[src/rtl/projectile_pool.sv]
// Projectile slot pool for one shooter class: allocates slots on fire requests,
// advances live projectiles every frame tick and retires them on hit or leaving the field.
module projectile_pool #(
   parameter int SLOTS    = 8,
   parameter int X_W      = 10,
   parameter int Y_W      = 9,
   parameter int STEP     = 4,
   parameter int DIR      = 0,
   parameter int Y_LIMIT  = 479,
   parameter int COOLDOWN = 8
) (
   input  logic                         i_Clk,
   input  logic                         i_Rst,
   input  logic                         i_Tick,
   input  logic                         i_Clear,
   input  logic                         i_FireReq,
   input  logic [X_W-1:0]               i_FireX,
   input  logic [Y_W-1:0]               i_FireY,
   output logic                         o_FireAck,
   input  logic [SLOTS-1:0]             i_Hit,
   output logic [SLOTS-1:0]             o_Active,
   output logic [SLOTS*X_W-1:0]         o_PosX,
   output logic [SLOTS*Y_W-1:0]         o_PosY,
   output logic [SLOTS-1:0]             o_OobMask,
   output logic [$clog2(SLOTS+1)-1:0]   o_Count,
   output logic                         o_Full
);

   localparam int CNT_W = $clog2(SLOTS + 1);
   // One spare code keeps the counter at least one bit wide when COOLDOWN is 0.
   localparam int CD_W  = $clog2(COOLDOWN + 2);
   localparam int DN_MAX = Y_LIMIT - STEP;
   localparam bit DN_ALL = (DN_MAX < 0);
   localparam logic [Y_W:0]      STEP_E   = (Y_W+1)'(STEP);
   localparam logic [Y_W:0]      LIMIT_E  = (Y_W+1)'(Y_LIMIT);
   localparam logic [Y_W:0]      DN_MAX_E = DN_ALL ? {(Y_W+1){1'b0}} : (Y_W+1)'(DN_MAX);
   localparam logic [CD_W-1:0]   CD_LOAD  = CD_W'(COOLDOWN);

   logic [SLOTS-1:0]       active_q, active_d;
   logic [SLOTS*X_W-1:0]   posx_q, posx_d;
   logic [SLOTS*Y_W-1:0]   posy_q, posy_d;
   logic [CD_W-1:0]        cool_q, cool_d;
   logic                   ack_q, ack_d;
   logic [SLOTS-1:0]       oob_q, oob_d;
   logic [CNT_W-1:0]       count_q, count_d;
   logic                   full_q, full_d;

   logic [SLOTS-1:0]       hit_s, oob_s, alloc_s;
   logic [SLOTS*Y_W-1:0]   posy_mv_s;
   logic [Y_W:0]           y_ext_s, y_new_s;
   logic                   move_s, retire_s, found_s, accept_s;
   logic [Y_W-1:0]         spawn_y_s;

   // Per-slot movement, bound retire and lowest-free-slot search, all on start-of-cycle state.
   always_comb begin
      hit_s     = i_Hit & active_q;
      oob_s     = {SLOTS{1'b0}};
      alloc_s   = {SLOTS{1'b0}};
      posy_mv_s = posy_q;
      y_ext_s   = {(Y_W+1){1'b0}};
      y_new_s   = {(Y_W+1){1'b0}};
      move_s    = 1'b0;
      retire_s  = 1'b0;
      found_s   = 1'b0;
      for (int k = 0; k < SLOTS; k++) begin
         move_s   = i_Tick & active_q[k] & ~hit_s[k];
         y_ext_s  = {1'b0, posy_q[k*Y_W +: Y_W]};
         retire_s = (DIR == 0) ? (y_ext_s < STEP_E) : (DN_ALL || (y_ext_s > DN_MAX_E));
         y_new_s  = (DIR == 0) ? (y_ext_s - STEP_E) : (y_ext_s + STEP_E);
         oob_s[k] = move_s & retire_s;
         posy_mv_s[k*Y_W +: Y_W] = (move_s & ~retire_s) ? y_new_s[Y_W-1:0]
                                                        : posy_q[k*Y_W +: Y_W];
         alloc_s[k] = ~active_q[k] & ~found_s;
         found_s    = found_s | ~active_q[k];
      end
   end

   // Next-state: clear beats hit, hit beats movement, movement beats fire.
   always_comb begin
      accept_s  = i_FireReq & (cool_q == {CD_W{1'b0}}) & ~i_Clear & ~(&active_q);
      spawn_y_s = ({1'b0, i_FireY} > LIMIT_E) ? LIMIT_E[Y_W-1:0] : i_FireY;
      active_d  = i_Clear ? {SLOTS{1'b0}}
                          : ((active_q & ~hit_s & ~oob_s) | (accept_s ? alloc_s : {SLOTS{1'b0}}));
      oob_d     = i_Clear ? {SLOTS{1'b0}} : oob_s;
      ack_d     = accept_s;
      posx_d    = posx_q;
      posy_d    = i_Clear ? posy_q : posy_mv_s;
      for (int k = 0; k < SLOTS; k++) begin
         posx_d[k*X_W +: X_W] = (accept_s & alloc_s[k]) ? i_FireX : posx_q[k*X_W +: X_W];
         posy_d[k*Y_W +: Y_W] = (accept_s & alloc_s[k]) ? spawn_y_s : posy_d[k*Y_W +: Y_W];
      end
      if (i_Clear) begin
         cool_d = {CD_W{1'b0}};
      end else if (accept_s) begin
         cool_d = CD_LOAD;
      end else if (i_Tick && (cool_q != {CD_W{1'b0}})) begin
         cool_d = cool_q - CD_W'(1'b1);
      end else begin
         cool_d = cool_q;
      end
   end

   // Live-slot count and full flag follow the next active mask so they register together.
   always_comb begin
      count_d = {CNT_W{1'b0}};
      for (int k = 0; k < SLOTS; k++) begin
         count_d = count_d + CNT_W'(active_d[k]);
      end
      full_d = (count_d == CNT_W'(SLOTS));
   end

   // State registers.
   always_ff @(posedge i_Clk or negedge i_Rst) begin
      if (!i_Rst) begin
         active_q <= {SLOTS{1'b0}};
         posx_q   <= {(SLOTS*X_W){1'b0}};
         posy_q   <= {(SLOTS*Y_W){1'b0}};
         cool_q   <= {CD_W{1'b0}};
         ack_q    <= 1'b0;
         oob_q    <= {SLOTS{1'b0}};
         count_q  <= {CNT_W{1'b0}};
         full_q   <= 1'b0;
      end else begin
         active_q <= active_d;
         posx_q   <= posx_d;
         posy_q   <= posy_d;
         cool_q   <= cool_d;
         ack_q    <= ack_d;
         oob_q    <= oob_d;
         count_q  <= count_d;
         full_q   <= full_d;
      end
   end

   assign o_Active  = active_q;
   assign o_PosX    = posx_q;
   assign o_PosY    = posy_q;
   assign o_FireAck = ack_q;
   assign o_OobMask = oob_q;
   assign o_Count   = count_q;
   assign o_Full    = full_q;

endmodule

[config.mk]
export PLATFORM = sky130hd
export DESIGN_NAME = projectile_pool
export DESIGN_NICKNAME = d
export VERILOG_FILES = /design/src/rtl/projectile_pool.sv
export SDC_FILE = /design/constraint.sdc
export NUM_CORES = 1
export LEC_CHECK = 0
export CORE_ASPECT_RATIO = 0.6
export CORE_MARGIN = 5
export CORE_UTILIZATION = 40
export DETAILED_ROUTE_END_ITERATION = 10
export GPL_ROUTABILITY_DRIVEN = 0
export MAX_ROUTING_LAYER = met4
export PLACE_DENSITY = 0.67
export SETUP_SLACK_MARGIN = 0.4
export SYNTH_ARGS = -nofsm -noshare
export SYNTH_HDL_FRONTEND = slang
export SYNTH_SLANG_ARGS = --single-unit
[constraint.sdc]
create_clock -name i_Clk -period 4.9 [get_ports i_Clk]
set_input_delay 1.225 -clock i_Clk [delete_from_list [all_inputs] [get_ports i_Clk]]
set_output_delay 1.225 -clock i_Clk [all_outputs]
set_load 0.005 [all_outputs]
# Word-level counts from Yosys, hierarchy flattened

Index checks and enable logic that the tools add are counted.

Flip-flop bits (word level): 178
Input port bits: 32
Output and inout bits: 174
Word-level logic and storage cells: 195

Add/sub/neg operators: 16
Order comparisons: 9
Equal/unequal tests: 9
Mux-type cells: 24
Bitwise logic cells: 94
Reductions and logical operators: 21

Operators with widths:

| kind                                                       | number |
|---|---|
| two-way mux 9 bit                                          | 17 |
| less-than comparator 9 x 3 -> 1 bit, second input constant | 8 |
| two-way mux 72 bit                                         | 1 |
| subtractor 9 x 3 -> 9 bit, second input constant           | 8 |
| AND 1 bit                                                  | 50 |
| inverter 1 bit                                             | 32 |
| AND 8 bit                                                  | 3 |
| two-way mux 8 bit                                          | 3 |
| adder 4 x 1 -> 4 bit                                       | 4 |
| inequality test 2 x 1 -> 1 bit, second input constant      | 8 |
| inverter 8 bit                                             | 2 |
| AND reduction 2 bit                                        | 8 |
| nonzero test 2 bit                                         | 8 |
| two-way mux 4 bit                                          | 3 |
| greater-than comparator 9 bit, second input constant       | 1 |
| bitwise OR 8 bit                                           | 1 |
| AND reduction 8 bit                                        | 1 |
| bitwise OR 1 bit                                           | 6 |
| adder 3 x 1 -> 4 bit                                       | 1 |
| equality test 4 bit, second input constant                 | 1 |
| logical NOT 4 bit                                          | 1 |
| nonzero test 4 bit                                         | 1 |
| subtractor 4 x 1 -> 4 bit, second input constant           | 1 |
| adder 2 x 1 -> 3 bit                                       | 1 |
| other kinds (3)                                            | 3 |

# Longest topological paths before layout

Gate-level depths: netlist of the first run.

Depth in word-level cells: 20
Gate-level depth with buffers: 16
Gate-level depth less buffers: 14

# Worst setup path after synthesis of the first run

Ideal clock, no wire load.

Path type: in2reg
Start: input i_Clear
End: register full_q (netlist: o_Full)
Setup time: 0.105 ns
Data arrival time: 4.499 ns
Required time: 4.795 ns
Setup slack: 0.295 ns
Stages: 13
Buffers on the path: 2
Path through: nand2b_1 -> clkbuf_1 -> or4_4 -> buf_6 -> o21a_1 -> nor2_1 -> fa_1 -> fa_1 -> inv_1 -> fa_1 -> inv_1 -> fa_1 -> nor4b_1

Elaborated cells between the ends (all ways): 14
Classes of those cells: 7 x add/sub; 1 x eq/ne; 2 x mux; 4 x bitwise

RTL lines:

| element                                | line | RTL |
|---|---|---|
| start: declaration                     | 15   | `input logic i_Clear,` |
| inverter 1 bit                         | 80   | `accept_s = i_FireReq & (cool_q == {CD_W{1'b0}}) & ~i_Clear & ~(&active_q);` |
| AND 1 bit (2 in series)                | 80   |  |
| two-way mux 8 bit                      | 83   | `: ((active_q & ~hit_s & ~oob_s) \| (accept_s ? alloc_s : {SLOTS{1'b0}}));` |
| bitwise OR 8 bit                       | 83   |  |
| two-way mux 8 bit (*)                  | 82   | `active_d = i_Clear ? {SLOTS{1'b0}}` |
| named net active_d[3]                  | 39   | `logic [SLOTS-1:0] active_q, active_d;` |
| adder 3 x 1 -> 4 bit (*)               | 107  | `count_d = count_d + CNT_W'(active_d[k]);` |
| adder 4 x 1 -> 4 bit (*) (4 in series) | 107  |  |
| named net count_d[1]                   | 45   | `logic [CNT_W-1:0] count_q, count_d;` |
| equality test 4 bit (*)                | 109  | `full_d = (count_d == CNT_W'(SLOTS));` |
| named net full_d                       | 46   | `logic full_q, full_d;` |
| end signal: assignment                 | 131  | `full_q <= full_d;` |
| end: declaration                       | 46   |  |

The timed path passes the listed nets; every way through them passes the cells marked *.
A chain may end at the register's enable or synchronous reset.

# Worst setup path after layout of the first run

Start: input i_FireReq
End: register full_q (netlist: o_Full)

Elaborated cells between the ends (all ways): 14
Classes of those cells: 7 x add/sub; 1 x eq/ne; 2 x mux; 4 x bitwise

RTL lines:

| element                            | line | RTL |
|---|---|---|
| start: declaration                 | 16   | `input logic i_FireReq,` |
| AND 1 bit (3 in series)            | 80   |  |
| two-way mux 8 bit                  | 83   |  |
| bitwise OR 8 bit                   | 83   |  |
| two-way mux 8 bit                  | 82   |  |
| named net active_d[3]              | 39   |  |
| adder 3 x 1 -> 4 bit               | 107  |  |
| adder 4 x 1 -> 4 bit (4 in series) | 107  |  |
| named net count_d[1]               | 45   |  |
| equality test 4 bit                | 109  |  |
| named net full_d                   | 46   |  |

The timed path passes the listed nets, and every way through them passes these cells.

==> results of run 1 <==
[power groups by stage]
stage	Sequential, uW	Combinational, uW	Clock, uW
floorplan	1800	410	0
global placement	1830	935	0
detailed placement	1830	952	0
CTS	1810	961	1590
global route	1830	1050	1650
finish	1810	958	1560
[sequential cells by signal, indices dropped and copies added, names as in the netlist]
signal and flops:
o_Full 1, o_Count 4, o_PosY 72, o_PosX 80, o_Active 8, o_OobMask 8
cool_q 4, o_FireAck 1
[cell usage after synthesis (all sizes together), types with 6 or more instances]
cell type,instances
nand3,19
buf,25
or3,8
xnor2,7
a21oi,41
nand2b,10
o21ai,18
a311oi,9
clkbuf,36
nand2,269
o22a,9
ha,12
nand4,15
a22o,6
a211oi,6
a22oi,6
nor4,12
inv,44
a221oi,9
nor3,33
o211ai,10
or4,10
and3,8
nor2b,8
o22ai,6
nor2,50
dfrtp,178
[final timing paths]
kind                       slack [ns]  depth (start not counted)                   start                     end
max                              0.48                         12               i_FireReq        o_Full$_DFF_PN0_
min                              0.47                          2  o_PosX[59]$_DFFE_PN0P_  o_PosX[59]$_DFFE_PN0P_
max reg2reg                      0.54                         13   cool_q[0]$_DFFE_PN0P_        o_Full$_DFF_PN0_
min reg2reg                      0.47                          2  o_PosX[59]$_DFFE_PN0P_  o_PosX[59]$_DFFE_PN0P_
max in group asynchronous        3.20                          2                   i_Rst   cool_q[0]$_DFFE_PN0P_
min in group asynchronous        0.75                          1                   i_Rst  o_PosY[53]$_DFFE_PN0P_
[layer usage]
layer  vias up  global-route usage (%)
met4         0                    4.97
met5         -                       -
met3        27                    6.32
met1      3910                    37.6
met2       384                    31.3
li1       3722                       -
[metrics by stage]
stage	std cells	hold slack, ns
2_1_floorplan	959	0.460
3_3_place_gp	1410	0.450
3_5_place_dp	1410	0.456
4_1_cts	1441	0.471
5_1_grt	1444	0.484
6_report	1444	0.467
[worst max-delay path, stage by stage]
cell and delay (ns):
clkdlybuf4s50_1 0.49, nand2b_1 0.09, or4_4 0.50, o21a_1 0.13
nor2_2 0.15, fa_1 0.47, fa_1 0.50, inv_1 0.05
fa_2 0.33, inv_2 0.08, fa_1 0.43, nor4b_2 0.31
[what timing repair did]
item,4_1_cts,5_1_grt
setup endpoints to repair,0,1
endpoints found under the hold margin,0,0
gates resized for setup,0,3
setup buffers,0,2
[cells by family (layout without fill, tap and decap cells)]
kind of cell	after synthesis	in the layout
AO/OA/AOI/OAI	166	166
XOR/XNOR	10	10
adder cells (fa/ha/maj)	16	16
buffers and inverters	105	310
flip-flops	178	178
multiplexers	3	3
other	0	1
AND/OR/NAND/NOR	481	481
[layout make-up]
| type | count | area, um^2 |
|---|---|---|
| fillers | 1864 | 9490 |
| well taps | 279 | 349 |
| diodes | 1 | 2.50 |
| clock inverters | 9 | 203 |
| multi-input cells | 676 | 3870 |
| repair buffers | 235 | 2300 |
| clock buffers | 22 | 464 |
| flip-flops and latches | 178 | 4450 |
| inverters | 44 | 165 |
==> results.sh, run 1 <==
export IMPL_synth_area_um2=8760
export IMPL_drtIter0Drc=707
export IMPL_synth_top_flop_cell="dfrtp_1"
export IMPL_grt_pass1_wl_um=46400
export IMPL_drv_slew=0
export IMPL_wl_met2_um=11800
export IMPL_p_leak_uw=0.00535
export IMPL_ys_async_sr_fraction_pct=100
export IMPL_outcome="finished, final reports clean"
export IMPL_hold_viol_final=0
export IMPL_cts_made_buffers=17
export IMPL_syn_instance_count=959
export IMPL_drive_gt1_share_pct=7.13
export IMPL_grt_max_degree=90
export IMPL_final_common_cell="nand2_1"
export IMPL_fin_crit_ns=4.42
export IMPL_antenna_found_initial=1
export IMPL_clockPowerShare_pct=36.1
export IMPL_synth_compound_area_share_pct=13.6
export IMPL_root_buffer="clkbuf_16"
export IMPL_rsz0062_at_grt="false"
export IMPL_fmax_ghz=0.226
export IMPL_numPortBuffers=205
export IMPL_setup_slack_ns=0.477
export IMPL_pre_cts_ws_ns=0.0522
export IMPL_grt_overflow=0
export IMPL_dieArea_um2=25100
export IMPL_synth_top_area_share_pct=50.8
export IMPL_clock_latency_ns=0.44
export IMPL_fp_dieH_um=125
export IMPL_track_usage_pct=24.2
export IMPL_hold_class="flip-flop to flip-flop"
export IMPL_switching_power_uw=1220
export IMPL_ys_types=75
export IMPL_relSlewSlack_pct=37.6
export IMPL_setup_tns_ns=0
export IMPL_dr_max_layer_used="met4"
export IMPL_tritoncts="yes"
export IMPL_layout_common_cells="nand2_1, clkdlybuf4s50_1, dfrtp_1"
export IMPL_io_pins=206
export IMPL_dp_hpwl_um=21600
export IMPL_pwr_share_seq_pct=41.8
export IMPL_p_per_area_nw_per_um2=367
export IMPL_initial_core_util_pct=41.2
export IMPL_synthTopCellsByArea="dfrtp_1, nand2_1, a21oi_1, nor2_1, inv_1"
export IMPL_vias_per_cell=5.57
export IMPL_yosysWarnings=0
export IMPL_vdd_ir_drop_max_mv=0.272
export IMPL_crit_fanout=3
export IMPL_antenna_left=0
export IMPL_synthXorXnorAreaFrac_pct=0.999
export IMPL_pwr_share_comb_pct=22.1
export IMPL_wl_um=29900
export IMPL_grt_pass1_vias=7661
export IMPL_clk_path_buf_depth=2
export IMPL_die_x_um=201
export IMPL_final_setup_skew_ns=0.00994
export IMPL_synth_area_per_cell_um2=9.14
export IMPL_finalCoreUtilization_pct=55.4
export IMPL_final_area_um2=11800
export IMPL_worst_setup_path_end_kind="flip-flop"
export IMPL_cts_htree_levels=4
export IMPL_setup_violations_final=0
export IMPL_fin_total_pwr_uw=4330
export IMPL_synth_adder_area_share_pct=2.63
export IMPL_place_area_um2=11100
export IMPL_clk_pin_slew_ns=0.06
export IMPL_synth_edff_count=0
export IMPL_ctsHoldBuffers=0
export IMPL_yosys_area_top_type="dfrtp_1"
export IMPL_dr_wl_met3_um=3070
export IMPL_synth_simple_gate_area_share_pct=26.3
export IMPL_worstPathRequired_ns=5.23
export IMPL_synthToLayoutAreaGrowth_pct=34.7
export IMPL_seq_area_frac_synth_pct=50.8
export IMPL_cts_sinks=178
export IMPL_synthMuxAreaShare_pct=0.343
export IMPL_syn_nets=1007
export IMPL_ys_ff_latch=178
export IMPL_row_count=41
export IMPL_nNetsFinal=1200
export IMPL_post_route_period_util_pct=90.3
export IMPL_wl_per_cell_um=20.7
export IMPL_drc=0
export IMPL_coreArea_um2=21300
export IMPL_drt_pass1_iter_count=5
export IMPL_worst_ep_arrival_time_ns=4.76
export IMPL_worst_pin_slew_ns=0.933
export IMPL_wl_met1_um=14800
export IMPL_p_int_uw=3110
export IMPL_switching_share_pct=28.2
export IMPL_startpoint_type="primary input"
export IMPL_drv_cap=0
export IMPL_vias=8043
export IMPL_synth_top_family_by_area="simple AND/OR/NAND/NOR gates"
export IMPL_critPathKind="primary input to flip-flop"
(Power assumes the default switching activity.)
==> inputs of run 2 (changes only) <==
--- a/config.mk
+++ b/config.mk
@@ -5,13 +5,14 @@
 export SDC_FILE = /design/constraint.sdc
 export NUM_CORES = 1
 export LEC_CHECK = 0
+export ABC_AREA = 1
 export CORE_ASPECT_RATIO = 0.6
 export CORE_MARGIN = 5
 export CORE_UTILIZATION = 40
 export DETAILED_ROUTE_END_ITERATION = 10
 export GPL_ROUTABILITY_DRIVEN = 0
 export MAX_ROUTING_LAYER = met4
-export PLACE_DENSITY = 0.67
+export PLACE_DENSITY = 0.66
 export SETUP_SLACK_MARGIN = 0.4
 export SYNTH_ARGS = -nofsm -noshare
 export SYNTH_HDL_FRONTEND = slang
==> run 2 against run 1 <==
Cell count is 9.5% higher. Flip-flop and latch count is the same. Highest routed layer unchanged. Global-route usage is 1.7 points lower. Clock-buffer cell count shrank 4. Critical endpoint unchanged. Non-clock buffer count decreased by 15. Maximum frequency up 2.4%. Sequential share of layout area increased by 0.38 points. Hold slack improved by 0.019 ns. Utilization down 0.42 points. Critical path type unchanged. Clock power fell by 8%.
==> results.sh, run 2 <==
export IMPL_outcome="finished, final reports clean"
export IMPL_largest_reg_flops=80
export IMPL_ys_ff_latch=178
export IMPL_grt_max_degree=95
export IMPL_syn_nets=1129
export IMPL_post_route_period_util_pct=88.2
export IMPL_p_per_area_nw_per_um2=363
export IMPL_seq_area_frac_synth_pct=51.0
export IMPL_switching_share_pct=30.2
export IMPL_p_int_uw=2960
export IMPL_vias_per_cell=5.04
export IMPL_synthToLayoutAreaGrowth_pct=33.9
export IMPL_grt_pass1_vias=7543
export IMPL_drt_pass1_iter_count=7
export IMPL_synth_edff_count=0
export IMPL_synth_area_per_cell_um2=8.07
export IMPL_dieArea_um2=25000
export IMPL_cts_made_buffers=17
export IMPL_post_cts_buffers=0
export IMPL_synth_top_flop_cell="dfrtp_1"
export IMPL_clockPowerShare_pct=33.9
export IMPL_drv_slew=0
export IMPL_vias=7962
export IMPL_dp_hpwl_um=20700
export IMPL_worstPathRequired_ns=5.27
export IMPL_ys_types=37
export IMPL_drv_cap=0
export IMPL_switching_power_uw=1280
export IMPL_drtIter0Drc=619
export IMPL_drive_gt1_share_pct=6.37
export IMPL_clk_pin_slew_ns=0.07
export IMPL_yosysMostFrequentCell="nand2_1"
export IMPL_synthTopCellsByCount="nand2_1, dfrtp_1, inv_1, o21ai_0, nor2_1"
export IMPL_yosysWarnings=0
export IMPL_setup_slack_ns=0.580
export IMPL_fin_total_pwr_uw=4240
export IMPL_setup_tns_ns=0
export IMPL_fin_crit_ns=4.32
export IMPL_synth_area_um2=8730
export IMPL_coreArea_um2=21200
export IMPL_root_buffer="clkbuf_16"
export IMPL_clk_path_buf_depth=2
export IMPL_antenna_left=0
export IMPL_pre_cts_ws_ns=0.128
export IMPL_ctsHoldBuffers=0
export IMPL_wl_um=27500
export IMPL_syn_instance_count=1081
export IMPL_drc=0
export IMPL_layout_common_cells="nand2_1, clkdlybuf4s50_1, dfrtp_1"
export IMPL_r2r_cells=14
export IMPL_critPathKind="primary input to flip-flop"
export IMPL_worst_ep_arrival_time_ns=4.69
export IMPL_io_pins=206
export IMPL_final_common_cell="nand2_1"
export IMPL_antenna_cells=0
export IMPL_worst_setup_path_end_kind="flip-flop"
export IMPL_pwr_share_seq_pct=41.9
export IMPL_grt_pass1_wl_um=43600
export IMPL_cts_resized=0
export IMPL_initial_core_util_pct=41.1
export IMPL_setup_violations_final=0
export IMPL_cts_htree_levels=4
export IMPL_synthTopCellsByArea="dfrtp_1, nand2_1, o21ai_0, inv_1, nand3_1"
export IMPL_fp_dieH_um=124
export IMPL_clock_latency_ns=0.43
export IMPL_startpoint_type="primary input"
export IMPL_p_leak_uw=0.00570
export IMPL_nNetsFinal=1337
export IMPL_wl_per_cell_um=17.4
export IMPL_row_count=41
export IMPL_ys_async_sr_fraction_pct=100
export IMPL_grt_overflow=0
export IMPL_rsz0062_at_grt="false"
export IMPL_yosys_area_top_type="dfrtp_1"
export IMPL_final_setup_skew_ns=0.0174
export IMPL_numPortBuffers=205
export IMPL_worst_pin_slew_ns=0.922
export IMPL_relSlewSlack_pct=38.4
export IMPL_tritoncts="yes"
export IMPL_hold_depth=2
export IMPL_cts_sinks=178
export IMPL_die_x_um=201
export IMPL_fmax_ghz=0.231
export IMPL_pwr_share_comb_pct=24.2
export IMPL_hold_viol_final=0
export IMPL_antenna_found_initial=0
export IMPL_track_usage_pct=22.5
export IMPL_crit_fanout=5
export IMPL_vdd_ir_drop_max_mv=0.264
export IMPL_synth_top_area_share_pct=51.0
export IMPL_hold_class="flip-flop to flip-flop"
## run 2: cell types whose count changed after synthesis, sizes merged, moves of 10 or more
cell	before	now
nor3	33	9
o21ai	18	137
nand2	269	376
inv	44	103
nor4	12	0
xor2	3	14
clkbuf	36	7
or4	10	0
a21oi	41	14
nand2b	10	0
nor2	50	93
nand3	19	73
## run 2: final timing paths
path	startpoint	end	slack (ns)
hold / removal	o_PosX[61]$_DFFE_PN0P_	o_PosX[61]$_DFFE_PN0P_	0.49
max in group asynchronous	i_Rst	o_PosY[28]$_DFFE_PN0P_	3.01
min in group asynchronous	i_Rst	o_OobMask[3]$_DFF_PN0_	0.85
setup reg to reg	o_Active[0]$_DFF_PN0_	o_Full$_DFF_PN0_	1.24
hold reg to reg	o_PosX[61]$_DFFE_PN0P_	o_PosX[61]$_DFFE_PN0P_	0.49
setup / recovery	i_Clear	o_Full$_DFF_PN0_	0.58
## run 2: layer usage
layer | global-route usage (%) | share of wire, % | vias to the layer above
met5 | - | 0 | -
met4 | 3.88 | 0.76 | 0
met3 | 6.56 | 8.7 | 19
met2 | 29.1 | 39 | 326
met1 | 34.9 | 52 | 3757
li1 | - | - | 3860
## run 2: cells by family after synthesis
logic type                 count (synthesis)  synth area share (%)
and+or+nand+nor                          572                  28.0
adders and majority gates                 16                  2.64
DFF                                      178                  51.0
xor gates and xnor gates                  25                  2.51
buffers and inverters                    135                  6.65
AOI/OAI and AO/OA                        155                  9.19
## run 2: final cells by class
cell class	instances	area (um^2)
inverters	104	395
multi-input cells	768	3700
repair buffers	220	2170
clock inverters	14	179
fillers	1976	9550
clock buffers	18	439
flip-flops and latches	178	4450
well taps	279	349
## run 2: power by group through the flow
stage / registers, uW / clock network [uW] / logic (uW)
finish: 1770 / 1440 / 1030
global route: 1800 / 1530 / 1150
CTS: 1770 / 1470 / 1030
detailed placement: 1800 / 0 / 1030
global placement: 1800 / 0 / 1010
floorplan: 1790 / 0 / 504
## run 2: critical path, stage by stage
cell and delay, ns:
clkdlybuf4s50_1 0.42, inv_1 0.10, nand2_1 0.13, nor2_8 0.19, nand3_4 0.08, a21oi_1 0.32, fa_1 0.50, fa_1 0.51
inv_1 0.05, fa_1 0.35, inv_1 0.09, fa_1 0.42, nor3_1 0.17, and2_1 0.14
## run 2: stage by stage
stage | hold slack (ns) | instances | util (%) | instance area, um^2
global placement | 0.466 | 1549 | 52.1 | 11100
floorplan | 0.476 | 1081 | - | 8730
detailed placement | 0.473 | 1549 | 52.1 | 11100
CTS | 0.490 | 1581 | 55.0 | 11700
finish | 0.486 | 1581 | 55.0 | 11700
global route | 0.514 | 1581 | 55.0 | 11700
